**src/rtl/mac_result_drain.sv**
```systemverilog
// Counts a pass of last-row b beats, snapshots every row accumulator and streams one row per valid/ready beat, then pulses the shared clear.
// First beat 2 cycles after the final b beat; rows hold while i_ready is low. `MAC_RESULT_DRAIN_SAT_EN selects saturation over truncation.
module mac_result_drain #(
    parameter int DATA_WIDTH = 8,
    parameter int NUM_ROWS   = 8,
    parameter int VEC_LEN    = 8,
    parameter int OUT_WIDTH  = 16
) (
    input  logic                                              i_clk,
    input  logic                                              i_rst,
    input  logic                                              i_start,
    input  logic                                              i_last_b_valid,
    input  logic [NUM_ROWS*3*DATA_WIDTH-1:0]                  i_c,
    output logic                                              o_valid,
    input  logic                                              i_ready,
    output logic [OUT_WIDTH-1:0]                              o_data,
    output logic [(NUM_ROWS > 1 ? $clog2(NUM_ROWS) : 1)-1:0]  o_row,
    output logic                                              o_last,
    output logic                                              o_clr,
    output logic                                              o_done,
    output logic                                              o_overrun
);

    localparam int ACC_W = 3 * DATA_WIDTH;
    localparam int CNT_W = $clog2(VEC_LEN + 1);
    localparam int ROW_W = (NUM_ROWS > 1) ? $clog2(NUM_ROWS) : 1;
    localparam logic [ROW_W-1:0] LAST_ROW = ROW_W'(NUM_ROWS - 1);
    localparam logic [CNT_W-1:0] LAST_BEAT = CNT_W'(VEC_LEN - 1);

    typedef enum logic [2:0] {
        IDLE,
        ACCUM,
        SETTLE,
        DRAIN,
        CLEAR
    } state_t;

    state_t             state;
    state_t             state_nxt;
    logic [CNT_W-1:0]   beat_cnt;
    logic [ACC_W-1:0]   snap [NUM_ROWS];
    logic [ROW_W-1:0]   row_inc;
    logic               accept;
    logic               late_beat;

    function automatic logic [OUT_WIDTH-1:0] to_out(input logic [ACC_W-1:0] acc);
        logic [OUT_WIDTH-1:0] res;
        res = acc[OUT_WIDTH-1:0];
`ifdef MAC_RESULT_DRAIN_SAT_EN
        if (acc > ACC_W'({OUT_WIDTH{1'b1}})) begin
            res = '1;
        end
`endif
        return res;
    endfunction

    assign accept    = o_valid && i_ready;
    assign row_inc   = o_row + ROW_W'(1);
    assign late_beat = i_last_b_valid && (state == SETTLE || state == DRAIN || state == CLEAR);

    always_comb begin
        state_nxt = state;
        case (state)
            IDLE:    if (i_start) state_nxt = ACCUM;
            ACCUM:   if (i_last_b_valid && beat_cnt == LAST_BEAT) state_nxt = SETTLE;
            SETTLE:  state_nxt = DRAIN;
            DRAIN:   if (accept && o_last) state_nxt = CLEAR;
            CLEAR:   state_nxt = IDLE;
            default: state_nxt = IDLE;
        endcase
    end

    always_ff @(posedge i_clk) begin
        if (i_rst) begin
            state     <= IDLE;
            beat_cnt  <= '0;
            o_valid   <= 1'b0;
            o_data    <= '0;
            o_row     <= '0;
            o_last    <= 1'b0;
            o_clr     <= 1'b0;
            o_done    <= 1'b0;
            o_overrun <= 1'b0;
        end else begin
            state   <= state_nxt;
            o_valid <= (state_nxt == DRAIN);
            o_clr   <= (state_nxt == CLEAR);
            o_done  <= (state_nxt == CLEAR);
            if (late_beat) begin
                o_overrun <= 1'b1;
            end
            if (state == ACCUM && i_last_b_valid) begin
                beat_cnt <= (state_nxt == SETTLE) ? '0 : beat_cnt + CNT_W'(1);
            end
            // Row 0 comes straight from i_c because the snapshot loads on this same edge.
            if (state == SETTLE) begin
                o_row  <= '0;
                o_last <= (LAST_ROW == '0);
                o_data <= to_out(i_c[ACC_W-1:0]);
            end else if (state == DRAIN && accept) begin
                if (o_last) begin
                    o_row  <= '0;
                    o_last <= 1'b0;
                    o_data <= '0;
                end else begin
                    o_row  <= row_inc;
                    o_last <= (row_inc == LAST_ROW);
                    o_data <= to_out(snap[row_inc]);
                end
            end
        end
    end

    always_ff @(posedge i_clk) begin
        if (state == SETTLE) begin
            for (int r = 0; r < NUM_ROWS; r++) begin
                snap[r] <= i_c[r*ACC_W +: ACC_W];
            end
        end
    end

endmodule

```
**config.mk**
```make
export PLATFORM = sky130hd
export DESIGN_NAME = mac_result_drain
export DESIGN_NICKNAME = d
export VERILOG_FILES = /design/src/rtl/mac_result_drain.sv
export SDC_FILE = /design/constraint.sdc
export NUM_CORES = 1
export LEC_CHECK = 0
export CORE_UTILIZATION = 25
export CTS_CLUSTER_DIAMETER = 60
export DETAILED_ROUTE_END_ITERATION = 16
export PLACE_DENSITY = 0.58
export SLEW_MARGIN = 30
export SYNTH_ARGS = -nofsm -noshare
export SYNTH_HDL_FRONTEND = slang
export SYNTH_SLANG_ARGS = --single-unit
export TNS_END_PERCENT = 50
```
**constraint.sdc**
```tcl
create_clock -name i_clk -period 2.9 [get_ports i_clk]
set_input_delay 0.58 -clock i_clk [delete_from_list [all_inputs] [get_ports i_clk]]
set_output_delay 0.58 -clock i_clk [all_outputs]
set_load 0.01 [all_outputs]
```
Yosys cells after proc, flatten, opt, wreduce, memory -nomap -nowiden
Memories as Yosys holds them, arrays and structs flattened.
Index checks and enable logic that the tools add are counted.

storage, ports and cells
  register bits = 30
  memory bits (writable) = 192
  input port bits = 197
  output and inout bits = 24
  word-level logic and storage cells = 43
  memories kept = 1

operators by class
  $add $sub $neg = 2
  equality and inequality tests = 9
  mux-type cells = 12
  reduce and logical (&&, ||, !) cells = 11

memory list
  memory  depth  width  read ports  clocked after memory_dff  wr ports  line  RTL
  snap    8      24     1           0                         8         41    logic [ACC_W-1:0] snap [NUM_ROWS];

operator list
  cell                                                                   count
  16-bit 2-to-1 mux                                                      3
  3-bit by 2-bit equality test with 1-bit output, second input constant  4
  3-bit 2-to-1 mux                                                       4
  3-bit one-hot mux with 4 select lines                                  1
  3-bit equality test, second input constant                             3
  1-bit logical AND                                                      6
  4-bit by 1-bit adder with 4-bit output, second input constant          1
  4-bit by 3-bit equality test with 1-bit output, second input constant  1
  4-bit 2-to-1 mux                                                       1
  3-bit by 1-bit adder with 3-bit output, second input constant          1
  3-bit by 1-bit equality test with 1-bit output, second input constant  1
  3-bit zero test                                                        1
  1-bit 2-to-1 mux                                                       3
  1-bit logical OR                                                       2
  2-bit nonzero test                                                     1
  2-bit OR reduction                                                     1

Logic depth before layout (Yosys ltp)
Gate-level depths: netlist of the first run.

  depth in word-level cells = 6
  depth in mapped cells = 9
  depth with buffers taken out = 5

Worst setup path before layout of the first run
No wires, ideal clock.

  path kind = register -> register
  start point = register state[2]
  end point = register o_data[10]
  setup time = 0.079 ns
  arrival = 2.972 ns
  required time = 2.821 ns
  setup slack = -0.151 ns
  cell stages (with the launch flop) = 6
  path through = dfxtp_1 -> nand2b_1 -> nor2_1 -> buf_2 -> a22oi_1 -> o21ai_0

between the ends
  cells in the longest elaborated chain, start to end = 3

ends and longest elaborated chain
  element                                         line  RTL
  start: declaration                              38    state_t state;
  start signal: assignment                        85    state <= state_nxt;
  3-bit by 2-bit equality test with 1-bit output  100   end else if (state == DRAIN && accept) begin
  1-bit logical AND                               100
  2-bit nonzero test (no line)                    n/a
  end signal: assignment                          99    o_data <= to_out(i_c[ACC_W-1:0]);
  end signal: assignment                          108   o_data <= to_out(snap[row_inc]);
  end: declaration                                16    output logic [OUT_WIDTH-1:0] o_data,

Several ways; a longest one is shown, not always the timed one.
A chain may end at the register's enable or synchronous reset.

Worst setup path after layout of the first run
  start point = register o_row[0] (netlist name)
  end point = register o_data[13]

between the ends
  cells in the longest elaborated chain, start to end = 5

ends and longest elaborated chain
  element                                 line  RTL
  start: declaration                      17    output logic [(NUM_ROWS > 1 ? $clog2(NUM_ROWS) : 1)-1:0] o_row,
  start signal: assignment                106   o_row <= row_inc;
  3-bit by 1-bit adder with 3-bit output  58    assign row_inc = o_row + ROW_W'(1);
  memory 8 x 24 bit                       n/a
  16-bit 2-to-1 mux                       101   if (o_last) begin
  16-bit 2-to-1 mux                       100
  16-bit 2-to-1 mux                       96    if (state == SETTLE) begin

No other way between the ends. The select of a mux whose other input is x is not followed.

==> summary.md, run 1 <==
| Metric | Value |
|---|---|
| Layout Skew | about 0.015 ns |
| Clk_lat worst skew | ~0.42 ns |
| Setup TNS | 0 ns |
| Mapped cell area | 5980 sq um |
| Mapped Cells | 315 |
| Crit path launch type | flop |
| CP Data Arrival Time | 2.59 ns |
| FF/Latch Area | roughly 4400 sq um |
| First drt pass iteration count | 4 |
| Fin util | 36.6% |
| Final Max Tran Viols | 0 |
| Synth Warn # | 0 |
| Non-filler cells, final | 813 |
| Core area | 23500 sq um |
| CTS H-tree lvls | 4 |
| Placed insts | 781 |
| Nets | 681 |
| Crit share post-route | 79.6% |
| CTS Sinks | 158 |
| GPL Wtd Cong | roughly 0.72 |
| Unrepaired setup endpoints after global routing | false |
| Static leakage | 2.74 nW |
| Status | completed |
| Avg WL per Cell | 17.6 microns |
| Fill cells | 2178 |
| Io pins | 221 |
| Area post-placement | 7960 sq um |
| Avg Inst Size Synth | 19.0 sq um |
| Setup repair bufs after CTS | 0 |
| Area occupied by multi-input gates | 1450 sq um |
| Synthesized net count | 515 |
| TritonCTS Buffers | 17 |
| Yosys cell types | 33 |
| N_diodes | 0 |
| First-pass GRT wire length | approximately 22000 microns |
| FF-to-FF setup slack | 0.59 ns |
| Via density per instance | between 4 and 5 |
| Clk Tree Root Cell | clkbuf_16 |
| CTS tree | yes |
| Max VDD drop | 0.000306 V |
| DR iter-0 viols | 181 |
| Crit path max fanout | 18 |
| Design Power | 5.07 mW |
| CP endpoint kind | flop |
| Synth top area share | 64.3% |
| Initial Util | 25.5% |
| Clock buffer depth | 2 |
| Setup CP Type | flop to flop |
| Hold_buf cts | 0 |
| CP required | between 3 and 4 ns |
| Share of cells above drive strength 1 | 15.6% |
| DR vias | 3517 |
| Overflow after GRT | 0 |
| Post-route cell area | ~8600 sq um |
| Area growth syn-to-layout | 43.5% |
| Drc violations | 0 |
| Post-route setup slack | slightly below 0.6 ns |
| Final Setup Violations | 0 |
| Horiz. Die Dim | 157 microns |
| Worst-margin pin slew | roughly 0.94 ns |
| Initial antenna violation count | 0 |
| Min Tclk post-route | 2.31 ns |
| Final hold slack | 0.482 ns |
| Buffers on Ports | 156 |
| Die H | around 160 microns |
| Pre-CTS setup slack | 0.502 ns |
| Routed Antenna Nets | 0 |
| Total Wirelength | between 10000 and 15000 microns |
| Max-cap violations | 0 |
| Worst slew margin | 37.6% |
| Hold crit path type | flop to flop |
| Area leader, netlist | edfxtp_1 |
| Register area share after synthesis | 74.3% |
| Pin count of the biggest net entering global routing | 73 |
| Post-DP HPWL | 9230 microns |
| Vias in the first global route | 3687 |
| PD cells | between 500 and 600 nW/um^2 |
| Cts repair resizes | 0 |
| Yosys reg bits | 158 |
| Clock Pin Slew Worst Setup and Hold Paths | 0.06 ns |
| Tot GR Track Use | around 12% |
| Final hold viol count | 0 |
| Area contributors post-synth | edfxtp_1 64%, mux4_2 12%, dfxtp_1 10% |
| Highest Clock Rate | 433 MHz |
| Placement Rows | 56 |
| Die ar. | between 20000 and 25000 sq um |
## cells in the final DEF, fill, tap and decap left out, types with 2 or more instances in the layout
master           instances
mux4_2                  32
nor2_1                   6
dfxtp_1                 29
nor3_1                   4
o21ai_0                 18
buf_12                   3
nand2b_1                 4
inv_6                    3
nand3_1                  3
buf_4                    5
clkinv_1                 3
a21o_1                   2
clkbuf_16               17
a21oi_1                  3
a22oi_1                 33
inv_1                    2
or3_1                    3
clkinv_4                 2
bufinv_16                4
edfxtp_1               128
a21boi_0                 3
nand2_1                  7
ha_1                     2
clkdlybuf4s50_1        156
xor2_1                   4
## logic make-up (layout without fill, tap and decap cells)
logic type / Yosys count / after routing / synth area share, %
mux: 32 / 32 / 12.1
xor+xnor: 4 / 4 / 0.586
simple gates: 38 / 38 / 3.93
buf+inv: 19 / 198 / 1.67
flops: 158 / 158 / 74.3
fa+ha+maj: 3 / 3 / 0.628
compound gates: 61 / 61 / 6.82
## path summary, 6_finish.rpt
check	start	endpoint	depth (start not counted)
worst max-delay path	o_row[0]$_SDFFE_PP0P_	o_data[13]$_SDFFE_PP0P_	6
worst min-delay path	beat_cnt[1]$_SDFFE_PP0P_	beat_cnt[1]$_SDFFE_PP0P_	2
worst max register to register	o_row[0]$_SDFFE_PP0P_	o_data[13]$_SDFFE_PP0P_	6
worst min register to register	beat_cnt[1]$_SDFFE_PP0P_	beat_cnt[1]$_SDFFE_PP0P_	2
## area by class of cell
class	instances	area share, %
clock inverter	14	2.19
timing repair buffer	164	19.3
sequential	158	51.8
clock buffer	18	5.12
multi-input combinational	138	16.8
tap	319	4.65
inverter	2	0.0875
## critical path, cell delays in order (launching register included)
cell and delay (ns):
dfxtp_2 0.50, inv_1 0.08, ha_2 0.72, buf_12 0.25, mux4_2 0.32, a22oi_1 0.18
o21ai_0 0.11
## per-layer routing
metal	track usage (%)	vias to the layer above	part of all wire (%)
met2	19.5	107	49
met1	16.2	1772	45
met3	3.52	10	4.7
met5	0	-	0
met4	4.20	0	1.1
li1	-	1628	-
## state kept, by name, summed over array words and instances (netlist names)
| register | cells |
|---|---|
| snap | 128 |
| o_data | 16 |
| beat_cnt | 4 |
| o_row | 3 |
| state | 3 |
| o_done | 1 |
| o_last | 1 |
| o_overrun | 1 |
| o_valid | 1 |
## cells in the mapped netlist (all sizes together)
master  count
or3         3
nor2b       1
nor2        7
nand4b      1
a22oi      33
or2         1
nor3b       2
dfxtp      30
and3        1
a21o        2
a211oi      1
edfxtp    128
nand2b      4
nand2       7
o21ai      18
buf         9
nor3        5
clkbuf      8
a32o        1
or4b        2
a21boi      3
xor2        4
ha          3
mux4       32
inv         2
a21oi       3
nand3       4
## power by group
group          internal [mW]  total (mW)  switching [mW]
Combinational          0.170       0.223          0.0524
Clock                   1.47        2.39           0.923
Sequential              2.45        2.46         0.00744
Total                   4.09        5.07           0.983
No activity file was read; power rests on OpenSTA's default activity.
==> run 2: changes to the inputs <==
- clock period: 2.9 -> 2.1 ns (I/O delays scaled with it)
==> run 2 against run 1 <==
Compared with the run above: sequential cell count unchanged; first-iteration DRC count increased by 39%; clock power increased by 23%; via count increased by 1.8%; count of clock-buffer cells in the layout decreased by 1; design area increased by 0.99%; register-to-register slack got worse by 0.27 ns; worst setup slack got worse by 0.37 ns; clock skew decreased by 0.0052 ns; sequential power increased by 38%; non-clock buffer count increased by 10.
==> summary.md, run 2 (same netlist as run 1, synthesis figures left out) <==
| Metric | Value |
|---|---|
| Area occupied by multi-input gates | 1450 sq um (unchanged) |
| Buf/Inv on CP | 2 (unchanged) |
| Share of cells above drive strength 1 | 17.9% (was 15.6%) |
| Nets | 691 (was 681) |
| Worst slew margin | 59.7% (was 37.6%) |
| Commonest cells after routing, fill and taps aside | 156 x clkdlybuf4s50_1, 128 x edfxtp_1, 33 x a22oi_1 (unchanged) |
| Final Setup Violations | 0 (unchanged) |
| Drc violations | 0 (unchanged) |
| Core area | 23500 sq um (unchanged) |
| Pin count of the biggest net entering global routing | 91 (was 73) |
| Vias in the first global route | 3763 (was 3687) |
| Biggest register | snap (unchanged) |
| TritonCTS Buffers | 17 (unchanged) |
| Avg WL per Cell | 17.3 microns (was 17.6 microns) |
| Via density per instance | 4.35 (was 4.33) |
| Total Wirelength | 14200 microns (was 14300 microns) |
| Final Max Tran Viols | 0 (unchanged) |
| Critical path's slowest cell | clkdlybuf4s50_1 (was ha_2) |
| Area growth syn-to-layout | 45.0% (was 43.5%) |
| N_diodes | 0 (unchanged) |
| First-pass GRT wire length | 21500 microns (was 21800 microns) |
| Layout Skew | 0.00941 ns (was 0.0146 ns) |
| Io pins | 221 (unchanged) |
| Final hold slack | 0.469 ns (was 0.482 ns) |
| Non-filler cells, final | 823 (was 813) |
| Placed insts | 785 (was 781) |
| Die H | 157 microns (unchanged) |
| PD cells | 768 nW/um^2 (was 590 nW/um^2) |
| Tot GR Track Use | 12.0% (was 12.3%) |
| FF/Latch Area | 4450 sq um (unchanged) |
| Horiz. Die Dim | 157 microns (unchanged) |
| Max reg flops | 128 (unchanged) |
| Final hold viol count | 0 (unchanged) |
| Max-cap violations | 0 (unchanged) |
| CTS H-tree lvls | 4 (unchanged) |
| Initial Util | 25.5% (unchanged) |
| Clk_lat worst skew | 0.41 ns (was 0.42 ns) |
| Crit path launch type | flop (unchanged) |
| Critical path cell sequence | buf_12 -> clkdlybuf4s50_1 (was inv_1 -> ha_2 -> buf_12 -> mux4_2 -> a22oi_1 -> o21ai_0) |
| Routed Antenna Nets | 0 (unchanged) |
| Cts repair resizes | 0 (unchanged) |
| Initial antenna violation count | 0 (unchanged) |
| Clk Tree Root Cell | clkbuf_16 (unchanged) |
| Crit path max fanout | 6 (was 18) |
| Fill cells | 2186 (was 2178) |
| CP Data Arrival Time | 1.46 ns (was 2.59 ns) |
| CP endpoint kind | output pin (was flop) |
| CP max stage delay | 0.53 ns (was 0.72 ns) |
| CP required | 1.68 ns (was 3.19 ns) |
| Placement Rows | 56 (unchanged) |
| Buffers on Ports | 156 (unchanged) |
| Min Tclk post-route | between 1.5 and 2 ns |
| First drt pass iteration count | 4 (unchanged) |
| Post-route setup slack | 0.217 ns (was 0.591 ns) |
| Clock buffer depth | 2 (unchanged) |
| Unrepaired setup endpoints after global routing | false (unchanged) |
| CTS tree | yes (unchanged) |
| Overflow after GRT | 0 (unchanged) |
| Clock Pin Slew Worst Setup and Hold Paths | 0.06 ns (about the same) |
| Post-DP HPWL | 9070 microns (was 9230 microns) |
| DR vias | 3579 (was 3517) |
| Highest Clock Rate | between 500 and 600 MHz |
| Top delay family on crit path | buffers and inverters (was adder cells) |
| Status | completed (unchanged) |
| Commonest non-fill, non-tap cell in the layout | clkdlybuf4s50_1 (unchanged) |
| Largest regs | snap: 128 flops, o_data: 16 flops, beat_cnt: 4 flops (unchanged) |
| Crit share post-route | 89.7% |
| Setup CP Type | flop to output pin (was flop to flop) |
| Max VDD drop | 0.000458 V (was 0.000306 V) |
| Worst-margin pin slew | 0.604 ns (was 0.936 ns) |
| DR iter-0 viols | 251 (was 181) |
| Hold crit path type | flop to flop (unchanged) |
| Pre-CTS setup slack | -0.0134 ns (was 0.502 ns) |
| GPL Wtd Cong | 0.744 (was 0.724) |
| CTS Sinks | 158 (unchanged) |
| Fin util | 36.9% (was 36.6%) |
| Static leakage | 2.78 nW (was 2.74 nW) |
| Die ar. | 24500 sq um (unchanged) |
[run 2: cell type report]
| type | instances | area share, % |
|---|---|---|
| clock buffer | 17 | 4.91 |
| clock inverter | 15 | 1.57 |
| inverter | 2 | 0.0866 |
| multi-input combinational | 138 | 16.7 |
| sequential | 158 | 51.3 |
| tap | 319 | 4.60 |
| timing repair buffer | 174 | 20.9 |
[run 2: through the flow]
stage / setup TNS [ns] / area (sq um) / power (mW)
global route: 0 / 8670 / 6.89
global placement: 0 / 8040 / 3.77
detailed placement: -0.0150 / 8040 / 3.77
CTS: 0 / 8630 / 6.75
finish: 0 / 8670 / 6.66
floorplan: 0 / 6010 / 3.50
[run 2: where the power goes]
part | switching, mW | leakage (nW) | internal (mW) | total (mW)
sequential | 0.0106 | 1.39 | 3.38 | 3.39
clock | 1.30 | 0.272 | 1.65 | 2.95
combinational | 0.0735 | 1.11 | 0.236 | 0.310
total | 1.39 | 2.78 | 5.27 | 6.66
[run 2: worst min-delay path: cells and delay by family, from the launching register on]
family	cells	cell delay (ns)
AOI/OAI and AO/OA	1	0.04
DFF	1	0.33
and+or+nand+nor	1	0.07
[run 2: worst paths after layout]
path,from,endpoint,slack [ns],cells after the start
hold reg to reg,o_overrun$_SDFFE_PP0P_,o_overrun$_SDFFE_PP0P_,0.47,2
hold / removal,o_overrun$_SDFFE_PP0P_,o_overrun$_SDFFE_PP0P_,0.47,2
setup / recovery,o_row[0]$_SDFFE_PP0P_,o_row[0],0.22,2
setup reg to reg,o_row[0]$_SDFFE_PP0P_,o_data[4]$_SDFFE_PP0P_,0.32,6
[run 2: repair_timing]
action | 4_1_cts | 5_1_grt
buffers inserted | 0 | 5
endpoints found under the setup margin | 1 | 1
gates cloned | 1 | 0
hold buffers | 0 | 0
[run 2: per-layer routing]
| metal | GRT usage (%) | part of all wire [%] | up-vias |
|---|---|---|---|
| met4 | 4.01 | 1.6 | 0 |
| li1 | - | - | 1639 |
| met2 | 20.0 | 51 | 107 |
| met1 | 14.9 | 42 | 1818 |
| met3 | 3.57 | 4.9 | 15 |
| met5 | 0 | 0 | - |
==> run 3: changes to the inputs <==
- CAP_MARGIN: unset -> 30
- CORE_UTILIZATION: 25 -> 40
- PLACE_DENSITY: 0.58 -> 0.82
==> run 3 against run 2 <==
Compared with the run above: count of clock-buffer cells in the layout increased by 6; non-clock buffer count fell by 2; fmax fell by 5.7%; global-route usage grew 5.9 points; worst hold slack better by 0.038 ns; routed wire length shrank 7.7%; clock power rose by 6%; clock skew rose by 0.0036 ns; first-iteration DRC count down 0.80%; critical path depth unchanged; via count grew 1.1%; design area is 2.4% lower; critical path type unchanged.
==> summary.md, run 3 (same netlist as run 1, synthesis figures left out) <==
| Metric | Value |
|---|---|
| Status | completed (unchanged) |
| Clock power share | 45.9% (was 44.4%) |
| Max layer used | met4 (unchanged) |
| WL met2 | 6910 microns (was 7280 microns) |
| GPL Wtd Cong | 0.807 (was 0.744) |
| Share of cells above drive strength 1 | 16.7% (was 17.9%) |
| Top delay family on crit path | buffers and inverters (unchanged) |
| Clk Tree Root Cell | clkbuf_16 (unchanged) |
| R2R depth | 4 (was 6) |
| Worst-margin pin slew | 0.579 ns (was 0.604 ns) |
| Final Setup Violations | 0 (unchanged) |
| CP endpoint | o_row[0] (unchanged) |
| Sequential cell fraction of total power | 49.6% (was 51.0%) |
| Met1 Routed Length | 5220 microns (was 6000 microns) |
| Hold_buf cts | 0 (unchanged) |
| Critical path's slowest cell | clkdlybuf4s50_1 (unchanged) |
| Post-DP HPWL | 9090 microns (was 9070 microns) |
| Worst slew margin | 61.3% (was 59.7%) |
| Min Tclk post-route | 2.00 ns (was 1.88 ns) |
| DR vias | 3619 (was 3579) |
| N_diodes | 0 (unchanged) |
| Overflow after GRT | 0 (unchanged) |
| CTS tree | yes (unchanged) |
| TritonCTS Buffers | 17 (unchanged) |
| CTS Sinks | 158 (unchanged) |
| Via density per instance | 5.28 (was 4.35) |
| Clock buffer depth | 2 (unchanged) |
| Fin util | 58.2% (was 36.9%) |
| First-pass GRT wire length | 20500 microns (was 21500 microns) |
| Commonest cells after routing, fill and taps aside | 156 x clkdlybuf4s50_1, 128 x edfxtp_1, 33 x a22oi_1 (unchanged) |
| Crit share post-route | 95.1% (was 89.7%) |
| Highest Clock Rate | 501 MHz (was 531 MHz) |
| Layout Skew | 0.0130 ns (was 0.00941 ns) |
| Total Wirelength | 13100 microns (was 14200 microns) |
| RR Endpoint | o_data[12]$_SDFFE_PP0P_ (was o_data[4]$_SDFFE_PP0P_) |
| Post-route setup slack | 0.102 ns (was 0.217 ns) |
| Switching pwr | 1.26 mW (was 1.39 mW) |
| Unrepaired setup endpoints after global routing | false (unchanged) |
| Clock Pin Slew Worst Setup and Hold Paths | 0.06 ns (about the same) |
| Area growth syn-to-layout | 41.5% (was 45.0%) |
| Pin count of the biggest net entering global routing | 91 (unchanged) |
| Die H | 124 microns (was 157 microns) |
| Fill cells | 1116 (was 2186) |
| First drt pass iteration count | 4 (unchanged) |
| Crit path max fanout | 14 (was 6) |
| Crit path launch type | flop (unchanged) |
| Vias in the first global route | 3866 (was 3763) |
| CP max stage delay | 0.57 ns (was 0.53 ns) |
| Drc violations | 0 (unchanged) |
| Int Pwr | 5.59 mW (was 5.27 mW) |
| Placement Rows | 44 (was 56) |
| CP endpoint kind | output pin (unchanged) |
| PD cells | 809 nW/um^2 (was 768 nW/um^2) |
| Horiz. Die Dim | 124 microns (was 157 microns) |
| Max reg flops | 128 (unchanged) |
| Number of cells on the critical path | 2 (unchanged) |
| Sw Ratio | 18.4% (was 20.9%) |
| Combinational Power Share | 4.6% (was 4.7%) |
| Met3 WL | 643 microns (was 691 microns) |
| Nets | 689 (was 691) |
| Avg WL per Cell | 19.1 microns (was 17.3 microns) |
| Critical path cell sequence | buf_8 -> clkdlybuf4s50_1 (was buf_12 -> clkdlybuf4s50_1) |
| Commonest non-fill, non-tap cell in the layout | clkdlybuf4s50_1 (unchanged) |
| Clk_lat worst skew | 0.43 ns (was 0.41 ns) |
| CP Data Arrival Time | 1.58 ns (was 1.46 ns) |
| Static leakage | 2.77 nW (was 2.78 nW) |
| Pre-CTS setup slack | -0.0134 ns (about the same) |
| Final hold viol count | 0 (unchanged) |
| DR iter-0 viols | 249 (was 251) |
| Hold crit path type | flop to flop (unchanged) |
| Tot GR Track Use | 17.9% (was 12.0%) |
| FF-to-FF setup slack | 0.30 ns (was 0.32 ns) |
| CP required | 1.68 ns (about the same) |
| Final Max Tran Viols | 0 (unchanged) |
| Die ar. | 15400 sq um (was 24500 sq um) |
| Setup CP Type | flop to output pin (unchanged) |
| Core area | 14500 sq um (was 23500 sq um) |
| Routed Antenna Nets | 0 (unchanged) |
| Initial Util | 41.2% (was 25.5%) |
| Buffers on Ports | 156 (unchanged) |
| Reg2reg start | o_row[0]$_SDFFE_PP0P_ (unchanged) |
| Setup crit start | o_row[0]$_SDFFE_PP0P_ (unchanged) |
| Max VDD drop | 0.000535 V (was 0.000458 V) |
| Buf/Inv on CP | 2 (unchanged) |
| Largest regs | snap: 128 flops, o_data: 16 flops, beat_cnt: 4 flops (unchanged) |
| Initial antenna violation count | 0 (unchanged) |
| Biggest register | snap (unchanged) |
| Io pins | 221 (unchanged) |
| Max-cap violations | 0 (unchanged) |
| CTS H-tree lvls | 4 (unchanged) |
[run 3: power by group through the flow]
stage	Clock (mW)	Sequential, mW	Combinational (mW)
after detailed placement	0	3.46	0.311
after global routing	3.32	3.40	0.330
final	3.14	3.40	0.312
after floorplan	0	3.46	0.0342
after CTS	3.19	3.40	0.314
after global placement	0	3.46	0.303
[run 3: per-layer routing]
layer / GRT usage [%] / vias up
li1: - / 1649
met2: 30.3 / 140
met1: 21.1 / 1806
met5: 0 / -
met3: 5.11 / 24
met4: 8.22 / 0
[run 3: worst min-delay path by stage]
stage,cells after the start,slack [ns],end,startpoint
3_3_place_gp,2,0.45,o_overrun$_SDFFE_PP0P_,o_overrun$_SDFFE_PP0P_
4_1_cts,2,0.50,beat_cnt[1]$_SDFFE_PP0P_,beat_cnt[1]$_SDFFE_PP0P_
6_report,2,0.51,beat_cnt[1]$_SDFFE_PP0P_,beat_cnt[1]$_SDFFE_PP0P_
2_1_floorplan,2,0.45,beat_cnt[1]$_SDFFE_PP0P_,beat_cnt[1]$_SDFFE_PP0P_
5_1_grt,1,0.53,snap[1][7]$_DFFE_PN_,i_c[31]
3_5_place_dp,2,0.49,beat_cnt[1]$_SDFFE_PP0P_,beat_cnt[1]$_SDFFE_PP0P_
[run 3: final cells by class]
type / instances / area (sq um) / area share, %
repair buffers: 172 / 1730 / 20.4
clock inverters: 9 / 133 / 1.57
clock buffers: 23 / 478 / 5.65
flip-flops and latches: 158 / 4450 / 52.5
multi-input cells: 138 / 1440 / 17.1
inverters: 2 / 7.51 / 0.0887
well taps: 184 / 230 / 2.72
[run 3: what timing repair did]
action / 4_1_cts / 5_1_grt
endpoints found under the setup margin: 1 / 1
pin swaps: 0 / 0
cloned: 0 / 0
setup buffers: 0 / 0
resized for setup: 1 / 1
[run 3: worst min-delay path: cells and delay by family, from the launching register on]
family,cells,cell delay (ns)
flip-flops,1,0.33
AND/OR/NAND/NOR,1,0.06
AO/OA/AOI/OAI,1,0.06
[run 3: metrics by stage]
step                hold WS [ns]  power (mW)  instances  cell area, sq um  setup TNS (ns)
finish                     0.508        6.85        686              8460               0
global route               0.529        7.04        686              8460               0
CTS                        0.499        6.90        686              8460               0
detailed placement         0.491        3.77        654              7850         -0.0254
global placement           0.448        3.76        654              7850               0
floorplan                  0.449        3.50        315              6010               0
